`src/rtl/decode_stage_if.sv`:
```
`default_nettype none
// ============================================================================
//  Module  : decode_stage_if
//  Brief   : Fetch-side and execute-side handshake bundle for decode_stage.
//            The master modport is the environment (fetch + execute + flush).
//            The slave modport is the decode stage itself.
//  Revision: 1.0 - initial release
// ============================================================================
interface decode_stage_if;
    logic        flush;
    logic        in_valid;
    logic        in_ready;
    logic [31:0] in_instr;
    logic [31:0] in_pc;
    logic        out_valid;
    logic        out_ready;
    logic [6:0]  out_opcode;
    logic [2:0]  out_func3;
    logic [6:0]  out_func7;
    logic [31:0] out_imm;
    logic [4:0]  out_rs1;
    logic [4:0]  out_rs2;
    logic [4:0]  out_rd;
    logic [31:0] out_pc;
    logic        out_reg_wr;
    logic        out_illegal;

    modport master (
        output flush, in_valid, in_instr, in_pc, out_ready,
        input  in_ready, out_valid, out_opcode, out_func3, out_func7, out_imm,
               out_rs1, out_rs2, out_rd, out_pc, out_reg_wr, out_illegal
    );

    modport slave (
        input  flush, in_valid, in_instr, in_pc, out_ready,
        output in_ready, out_valid, out_opcode, out_func3, out_func7, out_imm,
               out_rs1, out_rs2, out_rd, out_pc, out_reg_wr, out_illegal
    );
endinterface
`default_nettype wire

```
`src/rtl/decode_stage.sv`:
```
`default_nettype none
// ============================================================================
//  Module  : decode_stage
//  Brief   : RV32I(+M) decode pipeline stage. Decodes combinationally at the
//            input and stores decoded entries in a 2-entry skid buffer so that
//            in_ready comes straight from a flop.
//  Revision: 1.0 - initial release
// ============================================================================
module decode_stage #(
    parameter bit ENABLE_M       = 1'b1,
    parameter bit ZERO_UNUSED_RS = 1'b1
) (
    input  wire logic     clk,
    input  wire logic     rst,
    decode_stage_if.slave bus
);

    typedef struct packed {
        logic [6:0]  opcode;
        logic [2:0]  func3;
        logic [6:0]  func7;
        logic [31:0] imm;
        logic [4:0]  rs1;
        logic [4:0]  rs2;
        logic [4:0]  rd;
        logic [31:0] pc;
        logic        reg_wr;
        logic        illegal;
    } entry_t;

    // Occupancy states of the skid buffer
    localparam logic [1:0] c_ST_EMPTY = 2'd0;
    localparam logic [1:0] c_ST_ONE   = 2'd1;
    localparam logic [1:0] c_ST_FULL  = 2'd2;

    // Opcodes
    localparam logic [6:0] c_OP_R      = 7'b0110011;
    localparam logic [6:0] c_OP_IMM    = 7'b0010011;
    localparam logic [6:0] c_OP_LOAD   = 7'b0000011;
    localparam logic [6:0] c_OP_JALR   = 7'b1100111;
    localparam logic [6:0] c_OP_SYSTEM = 7'b1110011;
    localparam logic [6:0] c_OP_STORE  = 7'b0100011;
    localparam logic [6:0] c_OP_BRANCH = 7'b1100011;
    localparam logic [6:0] c_OP_LUI    = 7'b0110111;
    localparam logic [6:0] c_OP_AUIPC  = 7'b0010111;
    localparam logic [6:0] c_OP_JAL    = 7'b1101111;

    // Instruction formats
    localparam logic [2:0] c_FMT_R = 3'd0;
    localparam logic [2:0] c_FMT_I = 3'd1;
    localparam logic [2:0] c_FMT_S = 3'd2;
    localparam logic [2:0] c_FMT_B = 3'd3;
    localparam logic [2:0] c_FMT_U = 3'd4;
    localparam logic [2:0] c_FMT_J = 3'd5;
    localparam logic [2:0] c_FMT_X = 3'd6;

    localparam logic [6:0] c_F7_BASE = 7'b0000000;
    localparam logic [6:0] c_F7_ALT  = 7'b0100000;
    localparam logic [6:0] c_F7_MUL  = 7'b0000001;

    logic [31:0] w_instr;
    logic [6:0]  w_op;
    logic [2:0]  w_f3;
    logic [6:0]  w_f7;
    logic [2:0]  w_fmt;
    logic        w_shift;
    logic        w_use_rs1;
    logic        w_use_rs2;
    logic        w_ill;
    entry_t      w_dec;

    logic [1:0]  r_state;
    logic [1:0]  w_state_nxt;
    entry_t      r_e0;
    entry_t      r_e1;
    entry_t      w_e0_nxt;
    entry_t      w_e1_nxt;
    logic        r_in_ready;
    logic        w_push;
    logic        w_pop;

    assign w_instr = bus.in_instr;
    assign w_op    = w_instr[6:0];
    assign w_f3    = w_instr[14:12];
    assign w_f7    = w_instr[31:25];
    assign w_shift = (w_op == c_OP_IMM) && ((w_f3 == 3'b001) || (w_f3 == 3'b101));

    // Classify the opcode into an encoding format; unlisted opcodes (including
    // anything with instr[1:0] != 2'b11) fall into the illegal class.
    always_comb begin
        w_fmt = c_FMT_X;
        case (w_op)
            c_OP_R:                                       w_fmt = c_FMT_R;
            c_OP_IMM, c_OP_LOAD, c_OP_JALR, c_OP_SYSTEM:  w_fmt = c_FMT_I;
            c_OP_STORE:                                   w_fmt = c_FMT_S;
            c_OP_BRANCH:                                  w_fmt = c_FMT_B;
            c_OP_LUI, c_OP_AUIPC:                         w_fmt = c_FMT_U;
            c_OP_JAL:                                     w_fmt = c_FMT_J;
            default:                                      w_fmt = c_FMT_X;
        endcase
    end

    // Field extraction, immediate generation and legality check
    always_comb begin
        w_dec     = '0;
        w_use_rs1 = 1'b0;
        w_use_rs2 = 1'b0;
        w_ill     = 1'b0;
        w_dec.opcode = w_op;
        w_dec.pc     = bus.in_pc;
        case (w_fmt)
            c_FMT_R: begin
                w_dec.func3 = w_f3;
                w_dec.func7 = w_f7;
                w_dec.rd    = w_instr[11:7];
                w_use_rs1   = 1'b1;
                w_use_rs2   = 1'b1;
                if (!((w_f7 == c_F7_BASE) || (w_f7 == c_F7_ALT) ||
                      (ENABLE_M && (w_f7 == c_F7_MUL))))
                    w_ill = 1'b1;
                if ((w_f7 == c_F7_ALT) && (w_f3 != 3'b000) && (w_f3 != 3'b101))
                    w_ill = 1'b1;
            end
            c_FMT_I: begin
                w_dec.func3 = w_f3;
                w_dec.rd    = w_instr[11:7];
                w_use_rs1   = 1'b1;
                if (w_shift) begin
                    w_dec.func7 = w_f7;
                    w_dec.imm   = {27'b0, w_instr[24:20]};
                    if ((w_f3 == 3'b001) && (w_f7 != c_F7_BASE))
                        w_ill = 1'b1;
                    if ((w_f3 == 3'b101) && (w_f7 != c_F7_BASE) && (w_f7 != c_F7_ALT))
                        w_ill = 1'b1;
                end else begin
                    w_dec.imm = {{20{w_instr[31]}}, w_instr[31:20]};
                end
                if ((w_op == c_OP_JALR) && (w_f3 != 3'b000))
                    w_ill = 1'b1;
            end
            c_FMT_S: begin
                w_dec.func3 = w_f3;
                w_dec.imm   = {{20{w_instr[31]}}, w_instr[31:25], w_instr[11:7]};
                w_use_rs1   = 1'b1;
                w_use_rs2   = 1'b1;
            end
            c_FMT_B: begin
                w_dec.func3 = w_f3;
                w_dec.imm   = {{19{w_instr[31]}}, w_instr[31], w_instr[7],
                               w_instr[30:25], w_instr[11:8], 1'b0};
                w_use_rs1   = 1'b1;
                w_use_rs2   = 1'b1;
            end
            c_FMT_U: begin
                w_dec.rd  = w_instr[11:7];
                w_dec.imm = {w_instr[31:12], 12'b0};
            end
            c_FMT_J: begin
                w_dec.rd  = w_instr[11:7];
                w_dec.imm = {{11{w_instr[31]}}, w_instr[31], w_instr[19:12],
                             w_instr[20], w_instr[30:21], 1'b0};
            end
            default: begin
                w_dec.func3 = w_f3;
                w_ill       = 1'b1;
            end
        endcase
        w_dec.rs1     = (w_use_rs1 || !ZERO_UNUSED_RS) ? w_instr[19:15] : 5'd0;
        w_dec.rs2     = (w_use_rs2 || !ZERO_UNUSED_RS) ? w_instr[24:20] : 5'd0;
        w_dec.illegal = w_ill;
        // rd is only populated for formats that write a register
        w_dec.reg_wr  = !w_ill && (w_dec.rd != 5'd0);
    end

    // Flush discards the incoming instruction; a downstream pop still counts
    assign w_push = bus.in_valid && r_in_ready && !bus.flush;
    assign w_pop  = (r_state != c_ST_EMPTY) && bus.out_ready;

    // Occupancy next-state and entry movement (head entry is always r_e0)
    always_comb begin
        w_state_nxt = r_state;
        w_e0_nxt    = r_e0;
        w_e1_nxt    = r_e1;
        case (r_state)
            c_ST_EMPTY: begin
                if (w_push) begin
                    w_state_nxt = c_ST_ONE;
                    w_e0_nxt    = w_dec;
                end
            end
            c_ST_ONE: begin
                if (w_push && !w_pop) begin
                    w_state_nxt = c_ST_FULL;
                    w_e1_nxt    = w_dec;
                end else if (w_push && w_pop) begin
                    w_e0_nxt    = w_dec;
                end else if (w_pop) begin
                    w_state_nxt = c_ST_EMPTY;
                end
            end
            c_ST_FULL: begin
                if (w_pop) begin
                    w_state_nxt = c_ST_ONE;
                    w_e0_nxt    = r_e1;
                end
            end
            default: w_state_nxt = c_ST_EMPTY;
        endcase
        if (bus.flush)
            w_state_nxt = c_ST_EMPTY;
    end

    // State, buffer entries and registered in_ready
    always_ff @(posedge clk or posedge rst) begin
        if (rst) begin
            r_state    <= c_ST_EMPTY;
            r_e0       <= '0;
            r_e1       <= '0;
            r_in_ready <= 1'b1;
        end else begin
            r_state    <= w_state_nxt;
            r_e0       <= w_e0_nxt;
            r_e1       <= w_e1_nxt;
            r_in_ready <= (w_state_nxt != c_ST_FULL);
        end
    end

    assign bus.in_ready    = r_in_ready;
    assign bus.out_valid   = (r_state != c_ST_EMPTY);
    assign bus.out_opcode  = r_e0.opcode;
    assign bus.out_func3   = r_e0.func3;
    assign bus.out_func7   = r_e0.func7;
    assign bus.out_imm     = r_e0.imm;
    assign bus.out_rs1     = r_e0.rs1;
    assign bus.out_rs2     = r_e0.rs2;
    assign bus.out_rd      = r_e0.rd;
    assign bus.out_pc      = r_e0.pc;
    assign bus.out_reg_wr  = r_e0.reg_wr;
    assign bus.out_illegal = r_e0.illegal;

endmodule
`default_nettype wire

```
`src/flat_wrapper.sv`:
```
// flat-port wrapper written by rule: the top's interface ports become plain ports
module decode_stage_flat 
#(
    parameter bit ENABLE_M       = 1'b1,
    parameter bit ZERO_UNUSED_RS = 1'b1
)
  (clk, rst, bus_flush, bus_in_valid, bus_in_instr, bus_in_pc, bus_out_ready, bus_in_ready, bus_out_valid, bus_out_opcode, bus_out_func3, bus_out_func7, bus_out_imm, bus_out_rs1, bus_out_rs2, bus_out_rd, bus_out_pc, bus_out_reg_wr, bus_out_illegal);
  decode_stage_if bus_i ();
  input  wire logic clk;
  input  wire logic rst;
  input wire logic [$bits(bus_i.flush)-1:0] bus_flush;
  input wire logic [$bits(bus_i.in_valid)-1:0] bus_in_valid;
  input wire logic [$bits(bus_i.in_instr)-1:0] bus_in_instr;
  input wire logic [$bits(bus_i.in_pc)-1:0] bus_in_pc;
  input wire logic [$bits(bus_i.out_ready)-1:0] bus_out_ready;
  output wire logic [$bits(bus_i.in_ready)-1:0] bus_in_ready;
  output wire logic [$bits(bus_i.out_valid)-1:0] bus_out_valid;
  output wire logic [$bits(bus_i.out_opcode)-1:0] bus_out_opcode;
  output wire logic [$bits(bus_i.out_func3)-1:0] bus_out_func3;
  output wire logic [$bits(bus_i.out_func7)-1:0] bus_out_func7;
  output wire logic [$bits(bus_i.out_imm)-1:0] bus_out_imm;
  output wire logic [$bits(bus_i.out_rs1)-1:0] bus_out_rs1;
  output wire logic [$bits(bus_i.out_rs2)-1:0] bus_out_rs2;
  output wire logic [$bits(bus_i.out_rd)-1:0] bus_out_rd;
  output wire logic [$bits(bus_i.out_pc)-1:0] bus_out_pc;
  output wire logic [$bits(bus_i.out_reg_wr)-1:0] bus_out_reg_wr;
  output wire logic [$bits(bus_i.out_illegal)-1:0] bus_out_illegal;
  assign bus_i.flush = bus_flush;
  assign bus_i.in_valid = bus_in_valid;
  assign bus_i.in_instr = bus_in_instr;
  assign bus_i.in_pc = bus_in_pc;
  assign bus_i.out_ready = bus_out_ready;
  assign bus_in_ready = bus_i.in_ready;
  assign bus_out_valid = bus_i.out_valid;
  assign bus_out_opcode = bus_i.out_opcode;
  assign bus_out_func3 = bus_i.out_func3;
  assign bus_out_func7 = bus_i.out_func7;
  assign bus_out_imm = bus_i.out_imm;
  assign bus_out_rs1 = bus_i.out_rs1;
  assign bus_out_rs2 = bus_i.out_rs2;
  assign bus_out_rd = bus_i.out_rd;
  assign bus_out_pc = bus_i.out_pc;
  assign bus_out_reg_wr = bus_i.out_reg_wr;
  assign bus_out_illegal = bus_i.out_illegal;
  decode_stage #(.ENABLE_M(ENABLE_M), .ZERO_UNUSED_RS(ZERO_UNUSED_RS)) u_core (.clk(clk), .rst(rst), .bus(bus_i));
endmodule
```
`config.mk`:
```
export PLATFORM = sky130hd
export DESIGN_NAME = decode_stage_flat
export DESIGN_NICKNAME = d
export VERILOG_FILES = /design/src/rtl/decode_stage_if.sv /design/src/rtl/decode_stage.sv /design/src/flat_wrapper.sv
export SDC_FILE = /design/constraint.sdc
export NUM_CORES = 1
export LEC_CHECK = 0
export BUFFER_PORTS_ARGS = -buffer_cell sky130_fd_sc_hd__clkbuf_2
export CORE_AREA = 2 2 135 137
export CTS_BUF_LIST = sky130_fd_sc_hd__clkbuf_2
export DETAILED_ROUTE_END_ITERATION = 16
export DIE_AREA = 0 0 137 139
export PLACE_DENSITY = 0.8
export SYNTH_ARGS = -nofsm -noshare
export SYNTH_HDL_FRONTEND = slang
export SYNTH_SLANG_ARGS = --single-unit
```
`constraint.sdc`:
```
create_clock -name clk -period 7.2 [get_ports clk]
set_clock_uncertainty 0.2 [all_clocks]
set_input_delay 1.44 -clock clk [delete_from_list [all_inputs] [get_ports clk]]
set_output_delay 1.44 -clock clk [all_outputs]
set_load 0.005 [all_outputs]
```
==> results_dict.tcl <==
set metrics [dict create \
    outcome "finished clean" \
    reg2reg_slack_ns 4.01 \
    synth-seq-cells 199 \
    fin_util_pct 58.0 \
    worstSetupStartpoint "bus_in_instr[4]" \
    vias 7665 \
    clockRootBuffer "clkbuf_2" \
    io_buffers 168 \
    peakVddDrop_v 0.000122 \
    clock_latency_ns 0.75 \
    cp-start-kind "primary input" \
    first_global_vias 7446 \
    yosysTopAreaCellShare_pct 54.8 \
    drive_above_1_share_pct 21.7 \
    cts_sinks 199 \
    cts.hold.buffers_added 0 \
    routed_wl_microns 23100 \
    synth_edf_count 0 \
    grt.overflow.total 0 \
    max_freq_ghz 0.240 \
    slowest_delay_ns 1.03 \
    avgSynthCellArea_sq_um 9.07 \
    die_h_microns 139 \
    total_power_uw 2440 \
    synth-warning-count 0 \
    post-route-period-util_pct 57.8 \
    post-route-drc-count 0 \
    grt_start_max_net_pins 124 \
    hold_violations 0 \
    min_from "u_core.r_e1[35]" \
    multiInputGateArea_sq_um 3730 \
    power_density_nw_per_um2 238 \
    grt_pass1_wl_microns 37600 \
    yosysUniqueCellTypes 65 \
    cap_violations 0 \
    avgRoutedWirePerCell_microns 16.9 \
    layout.area.seq_sq_um 4980 \
    ys.flop_type "dfrtp_1" \
    async_reset_ff_share_pct 100 \
    antenna_left 0 \
    critPathSlowestCell "nor4_2" \
    arrival_ns 4.65 \
    critPathMaxFanout 14 \
    cts_buffer_depth 2 \
    max_slew_margin_pct 20.2 \
    r2r-start "u_core.r_state[0]" \
    area_delta_synth_final_pct 13.2 \
    synthTopCellsByCount "nand2_1 (287), dfrtp_1 (198), nor2_1 (82), o21ai_0 (74), a21oi_1 (63)" \
    die_width_microns 137 \
    final.min_clock_period_ns 4.16 \
    htreeDepth 4 \
    required_ns 7.69 \
    rows 49 \
    synth_area_sq_um 9050 \
    r2r-end "u_core.r_e1[50]" \
    cts_made_buffers 17 \
    path_class "in2reg" \
    clk_pin_slew_worst_paths_ns 0.25 \
    setup_viol 0 \
    yosysSeqAreaShare_pct 55.1 \
    min_to "u_core.r_e1[35]" \
    reg2reg_depth 7 \
    drv_slew 0 \
    hp-class "reg2reg" \
    hold_path_depth 2 \
    coreArea_sq_um 17700 \
    final.setup.tns_ns 0 \
    syn_nets 1068 \
    syn_inst 997 \
    tightestPinTransition_ns 1.19 \
    hpwl_microns 14800 \
    grt_usage_pct 24.8 \
    gp_congestion 0.871 \
    synth.largest_area_cell "dfrtp_1" \
    synth.area.top_cells "dfrtp_1 (55%), nand2_1 (12%), o21ai_0 (4.1%)" \
    final_nets 1193 \
    drt_first_iter_violations 575 \
    synth.most_common_cell "nand2_1" \
    start_util_pct 51.2 \
    cts_tree "built" \
    crit_chain "clkbuf_2, nand4b_1, nor3_1, inv_1, ha_1, a21o_1, nor4_2, nand2_1, a21oi_1" \
    viasPerCell 5.62 \
    dr.pass1.iters 5 \
    postCtsSetupBuffers 0 \
    end_kind "register" \
    leakagePower_uw 0.00499 \
    antenna_found_initial 1 \
    dieArea_sq_um 19000 \
    post_cts_resized 0 \
    nFillCells 1603 \
    io_pins 169 \
    rsz0062_at_grt "false" \
]
==> cells by family (layout without fill, tap and decap cells) <==
| logic type | after synthesis | in the layout | share of synthesized area [%] |
|---|---|---|---|
| simple gates | 461 | 461 | 22.5 |
| flops | 199 | 199 | 55.1 |
| buf+inv | 78 | 216 | 4.12 |
| fa+ha+maj | 2 | 2 | 0.277 |
| other cells | 0 | 1 | 0 |
| mux | 4 | 4 | 0.456 |
| compound gates | 250 | 250 | 17.3 |
| xor+xnor | 3 | 3 | 0.291 |
==> layout make-up <==
cell class	instances	area share, %
Tap cell	229	2.80
Clock buffer	21	1.03
Multi-Input combinational cell	720	36.5
Timing Repair Buffer	176	8.79
Sequential cell	199	48.6
Antenna cell	1	0.0244
Inverter	8	0.366
Clock inverter	11	1.91
==> power by group <==
group          leakage [uW]  internal (uW)  switching (uW)  total [uW]
combinational       0.00232            172             236         408
sequential          0.00249           1290            97.1        1390
clock              0.000173            270             372         641
total               0.00499           1730             705        2440
==> layout by cell type (no fill, tap or decap), types with 3 or more instances in the layout <==
cell,Yosys,final
o21a_1,6,6
a21oi_1,63,62
nand2_1,287,286
nor2_1,82,82
clkbuf_2,0,189
a21o_1,15,14
or4_1,4,4
buf_4,3,8
a22o_1,4,4
o21ai_0,74,74
nor3_1,4,4
and3_1,10,10
nand3_1,10,10
or3_1,28,28
inv_1,8,7
o211ai_1,3,3
o31ai_1,3,3
a221o_1,13,13
dfrtp_1,198,198
a31oi_1,45,45
a22o_2,8,8
nand2b_1,6,5
mux2i_1,3,3
and3_2,6,6
bufinv_16,0,5
==> worst max-delay path by stage <==
stage,endpoint,cells past startpoint
after global routing,u_core.bus.out_imm[22],9
after floorplan,u_core.bus.out_func3[0],1
after CTS,u_core.bus.out_imm[20],9
final,u_core.bus.out_imm[21],9
after global placement,u_core.bus.out_imm[21],9
after detailed placement,u_core.r_e1[69],10
==> per-layer routing <==
layer / GRT usage [%] / part of all wire [%]
met5: 0 / 0
met4: 9.44 / 2.3
met3: 5.01 / 6.4
met2: 37.6 / 47
met1: 35.1 / 44
==> critical path, delay by kind of cell <==
kind	cells	cell delay, ns
buf+inv	2	0.38
compound gates	2	0.46
simple gates	4	2.02
fa+ha+maj	1	0.36
==> metrics by stage <==
stage                     worst slack (ns)  instance area [sq um]  cells  hold WS (ns)
after floorplan                      0.136                   9050    997         0.240
after global routing                  2.87                  10200   1365         0.329
final                                 3.04                  10200   1365         0.305
after CTS                             3.21                  10200   1364         0.310
after global placement                2.46                   9940   1332         0.254
after detailed placement              2.32                   9940   1332         0.262
==> flip-flops by register name (all words and copies together) (netlist names) <==
register,count
u_core.bus.in_ready,1
u_core.bus.out_func3,3
u_core.bus.out_func7,7
u_core.bus.out_illegal,1
u_core.bus.out_imm,32
u_core.bus.out_opcode,7
u_core.bus.out_pc,32
u_core.bus.out_rd,5
u_core.bus.out_reg_wr,1
u_core.bus.out_rs1,5
u_core.bus.out_rs2,5
u_core.r_e1,98
u_core.r_state,2
Power figures use the tool's default switching activity.
